===== src/rtl/pwm_pulse_gen.sv =====
// Prescaled square-wave generator for a step/direction motor driver.
// Direction changes are fenced by guard phases so dir_out never moves near an en_out edge.
module pwm_pulse_gen #(
  parameter int PARA_W     = 15,
  parameter int PRESCALE   = 100,
  parameter int DEAD_TICKS = 10
) (
  input  logic              clk,
  input  logic              rst,
  input  logic [PARA_W-1:0] para_in,
  input  logic              dir_in,
  output logic              dir_out,
  output logic              en_out,
  output logic              running
);

  typedef enum logic [1:0] {IDLE, RUN, DEAD, SETUP} state_t;

  localparam int PRE_W  = (PRESCALE > 1) ? $clog2(PRESCALE) : 1;
  localparam int DEAD_W = (DEAD_TICKS > 1) ? $clog2(DEAD_TICKS) : 1;
  localparam logic [PRE_W-1:0]  PRE_LAST  = PRE_W'(PRESCALE - 1);
  localparam logic [DEAD_W-1:0] DEAD_LAST = DEAD_W'(DEAD_TICKS - 1);

  state_t              state_q, state_d;
  logic [PRE_W-1:0]    pre_cnt_q, pre_cnt_d;
  logic [PARA_W-1:0]   per_cnt_q, per_cnt_d;
  logic [PARA_W-1:0]   per_reg_q, per_reg_d;
  logic [DEAD_W-1:0]   dead_cnt_q, dead_cnt_d;
  logic                dir_q, dir_d;
  logic                en_q, en_d;
  logic                running_q, running_d;

  logic tick, per_done, dead_done, boundary, para_zero;

  assign tick      = (pre_cnt_q == PRE_LAST);
  assign per_done  = tick && (per_cnt_q == per_reg_q - PARA_W'(1));
  assign dead_done = tick && (dead_cnt_q == DEAD_LAST);
  assign boundary  = per_done && en_q;
  assign para_zero = (para_in == '0);

  always_ff @(posedge clk or posedge rst) begin
    if (rst) begin
      state_q    <= IDLE;
      pre_cnt_q  <= '0;
      per_cnt_q  <= '0;
      per_reg_q  <= '0;
      dead_cnt_q <= '0;
      dir_q      <= 1'b0;
      en_q       <= 1'b0;
      running_q  <= 1'b0;
    end else begin
      state_q    <= state_d;
      pre_cnt_q  <= pre_cnt_d;
      per_cnt_q  <= per_cnt_d;
      per_reg_q  <= per_reg_d;
      dead_cnt_q <= dead_cnt_d;
      dir_q      <= dir_d;
      en_q       <= en_d;
      running_q  <= running_d;
    end
  end

  // RUN only reconsiders para_in/dir_in at the falling edge of en_out
  always_comb begin
    state_d = state_q;
    case (state_q)
      IDLE:  if (!para_zero) state_d = (dir_in == dir_q) ? RUN : SETUP;
      RUN: begin
        if (boundary) begin
          if (para_zero)            state_d = IDLE;
          else if (dir_in != dir_q) state_d = DEAD;
        end
      end
      DEAD:  if (dead_done) state_d = SETUP;
      SETUP: if (dead_done) state_d = para_zero ? IDLE : RUN;
      default: state_d = IDLE;
    endcase
  end

  always_comb begin
    pre_cnt_d  = tick ? '0 : pre_cnt_q + PRE_W'(1);
    per_cnt_d  = per_cnt_q;
    per_reg_d  = per_reg_q;
    dead_cnt_d = dead_cnt_q;
    dir_d      = dir_q;
    en_d       = en_q;
    case (state_q)
      IDLE: begin
        en_d = 1'b0;
        if (!para_zero && (dir_in != dir_q)) dir_d = dir_in;
        if (state_d == RUN) begin
          per_reg_d = para_in;
          en_d      = 1'b1;
        end
      end
      RUN: begin
        if (per_done) begin
          per_cnt_d = '0;
          en_d      = ~en_q;
          if (boundary && (state_d == RUN)) per_reg_d = para_in;
        end else if (tick) begin
          per_cnt_d = per_cnt_q + PARA_W'(1);
        end
      end
      DEAD: begin
        en_d = 1'b0;
        if (tick)      dead_cnt_d = dead_cnt_q + DEAD_W'(1);
        if (dead_done) dir_d = dir_in;
      end
      SETUP: begin
        en_d = 1'b0;
        if (tick) dead_cnt_d = dead_cnt_q + DEAD_W'(1);
        if (state_d == RUN) begin
          per_reg_d = para_in;
          en_d      = 1'b1;
        end
      end
      default: en_d = 1'b0;
    endcase
    // every phase starts tick-aligned
    if (state_d != state_q) begin
      pre_cnt_d  = '0;
      per_cnt_d  = '0;
      dead_cnt_d = '0;
    end
  end

  always_comb begin
    running_d = (state_d == RUN);
    dir_out   = dir_q;
    en_out    = en_q;
    running   = running_q;
  end

endmodule


===== config.mk =====
export PLATFORM = sky130hd
export DESIGN_NAME = pwm_pulse_gen
export DESIGN_NICKNAME = d
export VERILOG_FILES = /design/src/rtl/pwm_pulse_gen.sv
export SDC_FILE = /design/constraint.sdc
export NUM_CORES = 1
export LEC_CHECK = 0
export ABC_AREA = 0
export ABC_CLOCK_PERIOD_IN_PS = 3800
export BUFFER_PORTS_ARGS = -buffer_cell sky130_fd_sc_hd__buf_2
export CAP_MARGIN = 20
export CORE_ASPECT_RATIO = 1.25
export CORE_UTILIZATION = 55
export CTS_CLUSTER_SIZE = 8
export DETAILED_ROUTE_END_ITERATION = 10
export HOLD_SLACK_MARGIN = 0.06
export PLACE_DENSITY = 0.76
export SETUP_SLACK_MARGIN = 0.05
export SYNTH_ARGS = -nofsm -noshare
export SYNTH_HDL_FRONTEND = slang
export SYNTH_SLANG_ARGS = --single-unit

===== constraint.sdc =====
create_clock -name clk -period 3.8 [get_ports clk]
set_input_delay 0.38 -clock clk [delete_from_list [all_inputs] [get_ports clk]]
set_output_delay 0.38 -clock clk [all_outputs]
set_load 0.03 [all_outputs]

==> impl_metrics.tcl, run 1 <==
set metrics [dict create \
    drt_iter0_markers 163 \
    clockRootBuffer "clkbuf_8" \
    clk_path_buf_depth 2 \
    die_height_um 87.51 \
    wl_per_cell_um 16.71 \
    seq_power_share_pct 32.1 \
    place_hpwl_um 5258 \
    cts_tree "done" \
    p_comb_share_pct 50.3 \
    synth_nets 381 \
    maxCapViolCount 0 \
    grt-busiest-layer "met2" \
    grt-ovfl-total 0 \
    synth_area_per_cell_um2 9.113 \
    place_congestion 0.9129 \
    wl_um 7253 \
    syn-cell-area_mm2 0.003217 \
    power_density_mw_per_mm2 723.9 \
    worstPathCellList "inv_1 > ha_1 > or4b_4 > nor4_2 > xnor2_1 > or4_1 > and4bb_4 > nand2_1 > o211ai_4 > buf_12 > mux2_2" \
    maxSlewHeadroom_pct 64.12 \
    die_x_um 70.41 \
    dieArea_mm2 0.006161 \
    synthFlopType "dfrtp_1" \
    synth_common_cells "46 x dfrtp_1, 41 x nor2_1, 26 x a21oi_1" \
    crit_path_top_delay_cell "or4b_4" \
    post-place-ws_ps 272.8 \
    use_met2_pct 43.81 \
    fin_crit_sh_pct 93.98 \
    cts_resized 0 \
    layout_min_cycle_time_ps 3571 \
    finalMaxSlewViolations 0 \
    ys_seq_area_share_pct 35.78 \
    arrival_ps 3760 \
    path_buf_inv 2 \
    gr-usage-met1_pct 31.37 \
    io_buffers 20 \
    synth_most_common_cell "dfrtp_1" \
    fill_cells 467 \
    cp_max_fo 15 \
    clockPowerShare_pct 17.6 \
    worstSkewPairLatency_ps 300 \
    multiInputGateArea_mm2 0.001914 \
    drt.antenna.violating_nets 0 \
    holdCritPathClass "input pin to flip-flop" \
    crit_type "flip-flop to flip-flop" \
    start_kind "flip-flop" \
    fmaxAchievable_mhz 280.0 \
    rsz0062_at_grt "no" \
    core-area_mm2 0.005518 \
    antenna_found_initial 0 \
    cts_buffers 5 \
    grt_pass1_vias 2604 \
    grt_first_pass_wirelength_um 12230 \
    finalNonFillerCells 434 \
    drive_above_1_share_pct 17.84 \
    synth_edf_count 0 \
    boundaryPins 21 \
    finClkSkew_ps 4.613 \
    power.switching_mw 1.039 \
    ir_drop_v 0.0004618 \
    worstPathRequired_ps 3980 \
    status "finished, final reports clean" \
    drc 0 \
    final_nets 397 \
    syn_inst 353 \
    rows 30 \
    sw_frac_of_total_pct 40.85 \
    endpoint_kind "flip-flop" \
    synth.top_cells.by_area "dfrtp_1 36%, nor2_1 4.8%, mux2_4 4.7%" \
    regArea_mm2 0.001151 \
    leakagePower_nw 1.481 \
    cp_top_family "simple AND/OR/NAND/NOR gates" \
    n_antenna_cell 0 \
    fin_setup_tns_ps 0 \
    intPower_mw 1.504 \
    synth_seq_cells 46 \
    yosysWarnings 0 \
    grt_use_total_pct 24.95 \
    yosysTopAreaCell "dfrtp_1" \
    vias 2673 \
    dr.pass1.iters 4 \
    synthArstFlopShare_pct 100.0 \
    h-tree-depth 2 \
    cts_sinks 46 \
    hold_viol_final 0 \
    slowest_delay_ps 540 \
    viasPerCell 6.159 \
    fin_hold_ws_ps 324.4 \
    synthToLayoutAreaGrowth_pct 9.218 \
    synth_cell_types 59 \
    tightest_slew_ps 533.2 \
    start_util_pct 58.30 \
    dpl.cell_count 424 \
    setup_violations 0 \
    clk_pin_slew_ps 90 \
    grt.met3_usage_pct 3.588 \
    synth_top_area_share_pct 35.78 \
    grt_max_degree 47 \
    worst_slack_ps 228.7 \
]
==> kinds of logic after synthesis <==
kind of cell | after synthesis | synth area share (%)
mux | 18 | 7.390
buf+inv | 30 | 4.706
flops | 46 | 35.78
fa+ha+maj | 10 | 3.890
simple gates | 137 | 24.19
xor+xnor | 28 | 7.624
compound gates | 84 | 16.41
==> final cells by class <==
class	instances	share of cell area, %
Clock buffer	6	2.350
Clock inverter	2	1.709
Inverter	12	1.282
Multi-Input combinational cell	277	54.49
Sequential cell	46	32.76
Tap cell	64	2.279
Timing Repair Buffer	27	5.128
==> timing repair <==
| item | CTS | global route |
|---|---|---|
| hold endpoints to repair | 0 | 3 |
| hold buffers | 0 | 1 |
| buffers inserted | 0 | 0 |
==> path summary, 6_finish.rpt <==
check	start	slack [ps]	endpoint	cells after the start
max in group asynchronous	rst	2870	per_reg_q[12]	4
min reg2reg	pre_cnt_q[0]	490	pre_cnt_q[0]	1
min in group asynchronous	rst	490	per_cnt_q[3]	3
max	per_reg_q[0]	230	per_reg_q[2]	11
min	para_in[9]	320	per_reg_q[9]	2
max reg2reg	per_reg_q[0]	230	per_reg_q[2]	11
==> power groups by stage <==
stage,clock network [mW],logic [mW],registers (mW)
after floorplan,0,1.07,0.748
after global placement,0,1.25,0.817
after detailed placement,0,1.26,0.820
after CTS,0.456,1.28,0.811
after global routing,0.474,1.41,0.832
final,0.448,1.28,0.818
==> placed cells by master (no fill, tap or decap), types with 5 or more instances in the layout <==
cell type and instances:
buf_2 20, mux2_4 10, xor2_1 14, a21oi_1 26, and3_1 5, nor2_1 41, or3_1 9, a31oi_1 7
or4_1 7, o21ai_0 22, xnor2_1 14, nand3_1 9, nor4_1 5, nor3_1 5, nand2_1 19, ha_1 10
inv_1 11, dfrtp_1 46, clkbuf_8 6, mux2_2 6
==> state kept, by name, summed over array words and instances, names as in the netlist <==
register	cells
running	1
pre_cnt_q	7
en_out	1
dead_cnt_q	4
dir_out	1
state_q	2
per_cnt_q	15
per_reg_q	15
==> through the flow <==
step	utilization, %	power (mW)	cell area [um^2]
2_1_floorplan	-	1.814	3217
3_3_place_gp	60.54	2.062	3341
3_5_place_dp	60.54	2.082	3341
4_1_cts	63.13	2.543	3483
5_1_grt	63.67	2.717	3513
6_report	63.67	2.543	3513
==> per-layer routing <==
layer	part of all wire (%)	vias up
li1	-	1309
met1	44	1303
met2	51	44
met3	2.1	17
met4	2.3	0
met5	0	-
Power figures use the tool's default switching activity.
==> run 2: changes to the inputs <==
Settings changed: ABC_AREA 0 to 1, CORE_ASPECT_RATIO 1.25 to 1.2.
==> impl_metrics.tcl, run 2 <==
set metrics [dict create \
    die_height_um 89.63 \
    boundaryPins 21 \
    fill_cells 566 \
    synth_area_per_cell_um2 7.287 \
    holdCritPathClass "input pin to flip-flop" \
    synth_nets 511 \
    arrival_ps 3050 \
    final_common_cell "nand2_1" \
    ir_drop_v 0.001362 \
    hold_depth 3 \
    finalMaxSlewViolations 0 \
    rows 31 \
    clockRootBuffer "clkbuf_8" \
    synth_edf_count 0 \
    tightest_slew_ps 618.4 \
    clk_pin_slew_ps 80 \
    grt_max_degree 47 \
    cp_max_fo 26 \
    core-area_mm2 0.006090 \
    power_density_mw_per_mm2 702.8 \
    rsz0062_at_grt "no" \
    largestRegisters "per_cnt_q x15, per_reg_q x15, pre_cnt_q x7" \
    clk_path_buf_depth 2 \
    synth.top_cells.by_area "dfrtp_1 33%, nand2_1 14%, inv_1 8.0%" \
    endpoint_kind "flip-flop" \
    n_antenna_cell 0 \
    maxSlewHeadroom_pct 58.72 \
    synthFlopType "dfrtp_1" \
    drt.antenna.violating_nets 0 \
    dieArea_mm2 0.006724 \
    fin_util_pct 62.87 \
    cts_resized 0 \
    status "finished, final reports clean" \
    io_buffers 20 \
    leakagePower_nw 1.800 \
    antenna_found_initial 0 \
    final_cell_mix "128 x nand2_1, 74 x inv_1, 46 x dfrtp_1" \
    worstSkewPairLatency_ps 300 \
    finClkSkew_ps 3.439 \
    r2r_slack_ps 930 \
    fin_setup_tns_ps 0 \
    h-tree-depth 2 \
    drive_above_1_share_pct 17.00 \
    start_kind "flip-flop" \
    synth_most_common_cell "nand2_1" \
    r2r_end "dead_cnt_q[2]" \
    synth_cell_types 38 \
    yosysTopAreaCell "dfrtp_1" \
    holdPathEnd "per_reg_q[9]" \
    place_hpwl_um 5642 \
    multiInputGateArea_mm2 0.001999 \
    yosysWarnings 0 \
    grt_pass1_vias 2896 \
    grt_use_total_pct 24.67 \
    maxCapViolCount 0 \
    drc 0 \
    crit_start "per_reg_q[0]" \
    place_congestion 0.8464 \
    synth_seq_cells 46 \
    syn_inst 483 \
    cts_buffers 5 \
    r2r.worst_path.cells 21 \
    crit_type "flip-flop to flip-flop" \
    fmaxAchievable_mhz 348.9 \
    synth_common_cells "128 x nand2_1, 75 x inv_1, 46 x dfrtp_1" \
    ys_seq_area_share_pct 32.71 \
    cts_tree "done" \
    drt_iter0_markers 192 \
    hold_path_startpoint "para_in[9]" \
    fin_crit_sh_pct 75.43 \
    synth_top_area_share_pct 32.71 \
    grt_first_pass_wirelength_um 12550 \
    regArea_mm2 0.001151 \
    viasPerCell 5.197 \
    worstPathRequired_ps 3980 \
    die_x_um 75.03 \
    vias 3056 \
    reg2reg_from "per_reg_q[0]" \
    hold_viol_final 0 \
    final_nets 533 \
    dr.pass1.iters 5 \
    layout_min_cycle_time_ps 2866 \
    cts_sinks 46 \
    wl_per_cell_um 12.60 \
    wl_um 7410 \
    setup_violations 0 \
    synthArstFlopShare_pct 100.0 \
    syn-cell-area_mm2 0.003520 \
    start_util_pct 57.80 \
    synthToLayoutAreaGrowth_pct 8.781 \
    grt-ovfl-total 0 \
]
## run 2: changes by cell type after synthesis, moves of 7 or more
cell | previous run | this run
a21oi_1 | 26 | 1
inv_1 | 12 | 75
mux2_4 | 10 | 0
nand2_1 | 19 | 128
nand3_1 | 9 | 27
nor2_2 | 0 | 10
nor2_4 | 0 | 24
nor3_1 | 5 | 12
o21ai_1 | 0 | 16
or3_1 | 9 | 0
or4_1 | 7 | 0
xnor2_1 | 14 | 7
## run 2: report_power, final
group | internal, mW | leakage [nW] | total [mW] | switching, mW
Sequential | 0.601 | 0.613 | 0.738 | 0.137
Combinational | 0.474 | 1.12 | 1.51 | 1.03
Clock | 0.280 | 0.0714 | 0.446 | 0.166
Total | 1.36 | 1.80 | 2.69 | 1.34
## run 2: per-layer routing
metal	share of wire [%]	track usage (%)	up-vias
li1	-	-	1566
met1	44	28.32	1424
met2	51	46.85	50
met3	3.4	3.237	16
met4	1.6	7.719	0
met5	0	0	-
## run 2: cell type report
| class | instances | share of cell area, % |
|---|---|---|
| tap | 82 | 2.680 |
| clock buffer | 6 | 2.157 |
| sequential | 46 | 30.07 |
| timing repair buffer | 23 | 3.595 |
| multi-input combinational | 351 | 52.22 |
| clock inverter | 2 | 1.569 |
| inverter | 78 | 7.712 |
## run 2: worst max-delay path, stage by stage, from the launching register on
cell     delay [ps]
dfrtp_1         440
inv_1           130
ha_1            270
nand2_4         120
nor2_8          150
nand2_1          70
nand2_1          80
nand2_1          90
nor2_2          120
nand3_2          90
nor2_4          210
nand3_2          90
nand2_2          90
inv_2            30
nand2_1          40
nand2_1          70
nand2_2          90
nand2_1          60
nand2_2          70
inv_4            50
nand2_8         290
nor2_1           70
## run 2: logic make-up after synthesis
kind of cell	synth area share (%)
AOI/OAI and AO/OA	7.821
xor gates and xnor gates	4.728
adders and majority gates	3.555
buffers and inverters	10.49
DFF	32.71
muxes	0.3199
and+or+nand+nor	40.38
## run 2: metrics by stage
stage	std cells	worst slack, ps	hold slack, ps	total power, mW	instance area (um^2)
after global placement	578	968.2	504.7	2.214	3656
after CTS	586	924.2	314.5	2.707	3799
after global routing	588	716.2	326.7	2.923	3829
final	588	933.8	321.2	2.691	3829
after floorplan	483	1340	479.0	2.092	3520
after detailed placement	578	948.3	510.7	2.244	3656
## run 2: what timing repair did
action | 4_1_cts | 5_1_grt
endpoints found under the hold margin | 0 | 2
hold buffers | 0 | 1
setup endpoints to repair | 0 | 0
setup buffers | 0 | 0
## run 2: worst max-delay path by stage
stage	cells past startpoint	to
4_1_cts	21	dead_cnt_q[0]
2_1_floorplan	22	per_cnt_q[0]
5_1_grt	24	per_cnt_q[14]
3_3_place_gp	21	per_cnt_q[14]
6_report	21	dead_cnt_q[2]
3_5_place_dp	21	per_cnt_q[12]
